$ cat src/rtl/spare_alloc_ctrl.sv
// spare_alloc_ctrl: greedy spare-PE allocator for the BISR weight-proxy path.
// Maps each faulty PE, lowest index first, to the lowest free healthy spare.
module spare_alloc_ctrl #(
  parameter  int NUM_PES     = 8,
  parameter  int NUM_SPARES  = 4,
  localparam int SPARE_IDX_W =
    (NUM_SPARES > 1) ? $clog2(NUM_SPARES) : 1
) (
  input  logic                           clk,
  input  logic                           rst_n,
  input  logic                           start,
  input  logic [NUM_PES-1:0]             fault_map,
  input  logic [NUM_SPARES-1:0]          spare_fault,
  output logic                           busy,
  output logic                           done,
  output logic                           overflow,
  output logic [NUM_PES-1:0]             remap_valid,
  output logic [NUM_PES*SPARE_IDX_W-1:0] remap_idx,
  output logic [NUM_SPARES-1:0]          spare_used
);

  localparam int PE_IDX_W =
    (NUM_PES > 1) ? $clog2(NUM_PES) : 1;

  typedef enum logic [1:0] {
    IDLE  = 2'd0,
    ALLOC = 2'd1,
    DONE  = 2'd2
  } state_e;

  state_e state_q, state_d;

  logic [NUM_PES-1:0]             pending_q, pending_d;
  logic [NUM_SPARES-1:0]          used_q, used_d;
  logic [NUM_PES-1:0]             valid_q, valid_d;
  logic [NUM_PES*SPARE_IDX_W-1:0] idx_q, idx_d;
  logic                           ovf_q, ovf_d;
  logic                           busy_q, busy_d;
  logic                           done_q, done_d;

  logic [PE_IDX_W-1:0]    p;
  logic [SPARE_IDX_W-1:0] s;

  // Priority pick: lowest pending PE and lowest free spare.
  always_comb begin
    p = '0;
    s = '0;
    for (int i = NUM_PES - 1; i >= 0; i--) begin
      if (pending_q[i]) p = PE_IDX_W'(i);
    end
    for (int j = NUM_SPARES - 1; j >= 0; j--) begin
      if (!used_q[j]) s = SPARE_IDX_W'(j);
    end
  end

  // Next-state and next-output logic of the allocation FSM.
  always_comb begin
    state_d   = state_q;
    pending_d = pending_q;
    used_d    = used_q;
    valid_d   = valid_q;
    idx_d     = idx_q;
    ovf_d     = ovf_q;
    busy_d    = busy_q;
    done_d    = 1'b0;
    unique case (state_q)
      IDLE: begin
        if (start) begin
          pending_d = fault_map;
          used_d    = spare_fault;
          valid_d   = '0;
          idx_d     = '0;
          ovf_d     = 1'b0;
          busy_d    = 1'b1;
          state_d   = ALLOC;
        end
      end
      ALLOC: begin
        if (pending_q == '0) begin
          busy_d  = 1'b0;
          done_d  = 1'b1;
          state_d = DONE;
        end else if (&used_q) begin
          ovf_d   = 1'b1;
          busy_d  = 1'b0;
          done_d  = 1'b1;
          state_d = DONE;
        end else begin
          valid_d[p]                     = 1'b1;
          idx_d[p*SPARE_IDX_W +: SPARE_IDX_W] = s;
          used_d[s]                      = 1'b1;
          pending_d[p]                   = 1'b0;
        end
      end
      DONE: begin
        state_d = IDLE;
      end
      default: begin
        busy_d  = 1'b0;
        state_d = IDLE;
      end
    endcase
  end

  // State and result registers; reset wipes any partial remap.
  always_ff @(posedge clk or negedge rst_n) begin
    if (!rst_n) begin
      state_q   <= IDLE;
      pending_q <= '0;
      used_q    <= '0;
      valid_q   <= '0;
      idx_q     <= '0;
      ovf_q     <= 1'b0;
      busy_q    <= 1'b0;
      done_q    <= 1'b0;
    end else begin
      state_q   <= state_d;
      pending_q <= pending_d;
      used_q    <= used_d;
      valid_q   <= valid_d;
      idx_q     <= idx_d;
      ovf_q     <= ovf_d;
      busy_q    <= busy_d;
      done_q    <= done_d;
    end
  end

  assign busy        = busy_q;
  assign done        = done_q;
  assign overflow    = ovf_q;
  assign remap_valid = valid_q;
  assign remap_idx   = idx_q;
  assign spare_used  = used_q;

endmodule
$ cat config.mk
export PLATFORM = sky130hd
export DESIGN_NAME = spare_alloc_ctrl
export DESIGN_NICKNAME = d
export VERILOG_FILES = /design/src/rtl/spare_alloc_ctrl.sv
export SDC_FILE = /design/constraint.sdc
export NUM_CORES = 1
export LEC_CHECK = 0
export CAP_MARGIN = 20
export CORE_MARGIN = 1
export CORE_UTILIZATION = 45
export DETAILED_ROUTE_END_ITERATION = 16
export GPL_TIMING_DRIVEN = 0
export PLACE_DENSITY = 0.79
export SLEW_MARGIN = 5
export SYNTH_ARGS = -nofsm -noshare
export SYNTH_HDL_FRONTEND = slang
export SYNTH_SLANG_ARGS = --single-unit
$ cat constraint.sdc
create_clock -name clk -period 3.6 [get_ports clk]
set_input_delay 0.36 -clock clk [delete_from_list [all_inputs] [get_ports clk]]
set_output_delay 0.36 -clock clk [all_outputs]
set_load 0.01 [all_outputs]
==> impl_metrics.env <==
export IMPL_clk_pin_slew_ps=70
export IMPL_hpwlAfterDp_um=3435
export IMPL_cts_repair_resized=0
export IMPL_nets=284
export IMPL_path_class="flip-flop to flip-flop"
export IMPL_relSlewSlack=0.5391
export IMPL_arrival_ps=3240
export IMPL_synthArstFlopShare=1.000
export IMPL_synth_seq_cells=41
export IMPL_yosysMostFrequentCell="dfrtp_1"
export IMPL_critPathCaptureType="flip-flop"
export IMPL_slowest_delay_ps=590
export IMPL_finalClockSkew_ps=2.059
export IMPL_cts_made_buffers=5
export IMPL_tightest_slew_ps=691.4
export IMPL_cts_buffer_depth=2
export IMPL_dieWidth_um=69.45
export IMPL_instances_no_fill=315
export IMPL_powerDensity_mw_per_mm2=906.7
export IMPL_clock_sinks=41
export IMPL_wl_met3_um=185
export IMPL_postRouteAntennaNets=0
export IMPL_drc=0
export IMPL_synth_seq_area_share=0.5012
export IMPL_vias_per_cell=5.721
export IMPL_rsz0062_at_grt="false"
export IMPL_worstReg2RegStart="pending_q[4]"
export IMPL_cp_required_ps=3820
export IMPL_finalHoldWorstSlack_ps=2.779
export IMPL_drt_wl_total_um=4672
export IMPL_setup_ws_ps=578.0
export IMPL_insertion_delay_ps=290
export IMPL_nFillCells=364
export IMPL_ys_flop_type="dfrtp_1"
export IMPL_hold_path_class="primary input to async pin"
export IMPL_dp_slack_ps=620.7
export IMPL_startpoint_type="flip-flop"
export IMPL_yosysWarnings=0
export IMPL_maxSlewViolCount=0
export IMPL_drt_initial_drc_count=113
export IMPL_grt_ovfl_total=0
export IMPL_wl_met2_um=2249
export IMPL_dieArea_mm2=0.004823
export IMPL_drt_pass1_iter_count=4
export IMPL_grt_pass1_wl_um=8231
export IMPL_multi_input_area_um2=942.2
export IMPL_critical_path_peak_fanout=10
export IMPL_cp_startpoint="pending_q[4]"
export IMPL_dp_cells=308
export IMPL_synth_commonest_cells="41 x dfrtp_1, 30 x nand2_1, 15 x nor2_1"
export IMPL_drive_gt1_frac=0.09125
export IMPL_period_minus_slack_ps=3022
export IMPL_ff_latch_area_mm2=0.001026
export IMPL_cts_setup_buffers=0
export IMPL_cts_root_buf="clkbuf_8"
export IMPL_top_layer="met4"
export IMPL_grt_max_degree=25
export IMPL_io_pins=46
export IMPL_dieHeight_um=69.45
export IMPL_crit_path_top_delay_cell="or4_4"
export IMPL_antenna_cells=0
export IMPL_synthDistinctLibCells=40
export IMPL_setup_tns_ps=0
export IMPL_drv_cap=0
export IMPL_syn_area_mm2=0.002047
export IMPL_p_leak_nw=1.161
export IMPL_numPortBuffers=45
export IMPL_areaGrowthSynthToFinish_pct=30.50
export IMPL_hold_viol=0
export IMPL_m1WireLength_um=2157
export IMPL_fin_util=0.6135
export IMPL_grt_pass1_vias=1731
export IMPL_num_vias=1802
export IMPL_postSynthAreaPerCell_um2=9.747
export IMPL_num_rows=24
export IMPL_antenna_found_initial=0
export IMPL_synth_top_area_cell="dfrtp_1"
export IMPL_htreeDepth=2
export IMPL_grt_total_usage=0.2166
export IMPL_synth_enable_flop_cells=0
export IMPL_ctsHoldBuffers=0
export IMPL_path_cells="or4_4, nand2_1, nand2b_1, nand2_1, ha_1, ha_1, clkbuf_1, nor3b_1, nand3_1, or4_4, o21ai_2"
export IMPL_synth_top_area_frac=0.5012
export IMPL_core_area_mm2=0.004354
export IMPL_finalCritPeriodShare=0.8394
export IMPL_synth_area_leaders="dfrtp_1 50%, nand2_1 5.5%, ha_1 3.7%"
export IMPL_setup_viol_count_final=0
export IMPL_wl_per_cell_um=14.83
export IMPL_synth_cells=210
export IMPL_peakVddDrop_uv=528.5
export IMPL_routabilityCongestion=0.8364
export IMPL_status="completed"
export IMPL_initial_utilization=0.4701
export IMPL_syn_num_nets=231
export IMPL_max_freq_mhz=330.9
export IMPL_cts_tree="yes"
## metal layers
metal / track usage / up-vias
met5: 0 / -
met4: 0.07710 / 0
met3: 0.04942 / 7
met2: 0.3387 / 47
met1: 0.2964 / 885
li1: - / 863
## state kept, by name (all words and copies together), names as in the netlist
name / flops
remap_idx: 16
pending_q: 8
remap_valid: 8
spare_used: 4
state_q: 2
busy: 1
done: 1
overflow: 1
## cell usage in the layout, fill, tap and decap left out, types with 3 or more instances in the layout
| cell | count |
|---|---|
| nand3_1 | 10 |
| clkbuf_1 | 7 |
| inv_1 | 8 |
| nor3_1 | 9 |
| dfrtp_1 | 41 |
| buf_4 | 3 |
| nand2b_1 | 3 |
| nor2_1 | 15 |
| ha_1 | 6 |
| a22o_1 | 7 |
| nand2_1 | 30 |
| o22a_1 | 3 |
| o21ai_0 | 6 |
| a21oi_1 | 12 |
| a31oi_1 | 4 |
| clkbuf_8 | 6 |
| clkdlybuf4s50_1 | 44 |
| a32o_1 | 6 |
| o21a_1 | 5 |
## worst paths after layout
| path | endpoint | slack, ps | cells after the start |
|---|---|---|---|
| min in group clk | remap_valid[5] | 490 | 1 |
| worst min-delay path | remap_idx[6] | 3 | 1 |
| worst max register to register | remap_idx[0] | 580 | 11 |
| worst max-delay path | remap_idx[0] | 580 | 11 |
| max in group asynchronous | remap_valid[6] | 3140 | 2 |
| worst min register to register | remap_valid[5] | 490 | 1 |
## cell families (layout without fill, tap and decap cells)
kind of cell	Yosys count	count (layout)	synth area share
AO/OA/AOI/OAI	55	55	0.1974
adder cells (fa/ha/maj)	6	6	0.03667
buffers and inverters	18	71	0.03851
flip-flops	41	41	0.5012
multiplexers	2	2	0.009780
AND/OR/NAND/NOR	88	88	0.2164
## through the flow
| step | area (um2) | total power, mW |
|---|---|---|
| 4_1_cts | 2671 | 2.419 |
| 6_report | 2671 | 2.422 |
| 3_3_place_gp | 2562 | 2.079 |
| 2_1_floorplan | 2047 | 1.661 |
| 3_5_place_dp | 2585 | 2.111 |
| 5_1_grt | 2671 | 2.647 |
## area by class of cell
type / count / area share
clock buffers: 7 / 0.03232
multi-input cells: 151 / 0.3527
inverters: 9 / 0.01265
well taps: 52 / 0.02436
flip-flops and latches: 41 / 0.3841
repair buffers: 46 / 0.1770
plain buffers: 9 / 0.01686
## worst max-delay path, delay by kind of cell, from the launching register on
kind                       cells  cell delay [ps]
and+or+nand+nor                7             1810
AOI/OAI and AO/OA              1              120
buffers and inverters          1              210
DFF                            1              430
adders and majority gates      2              390
## report_power, final
group	switching, mW	total [mW]	leakage [nW]	internal, mW
clock	0.146	0.299	0.0443	0.152
sequential	0.113	0.715	0.536	0.601
combinational	0.860	1.41	0.581	0.549
total	1.12	2.42	1.16	1.30
(Power assumes the default switching activity.)
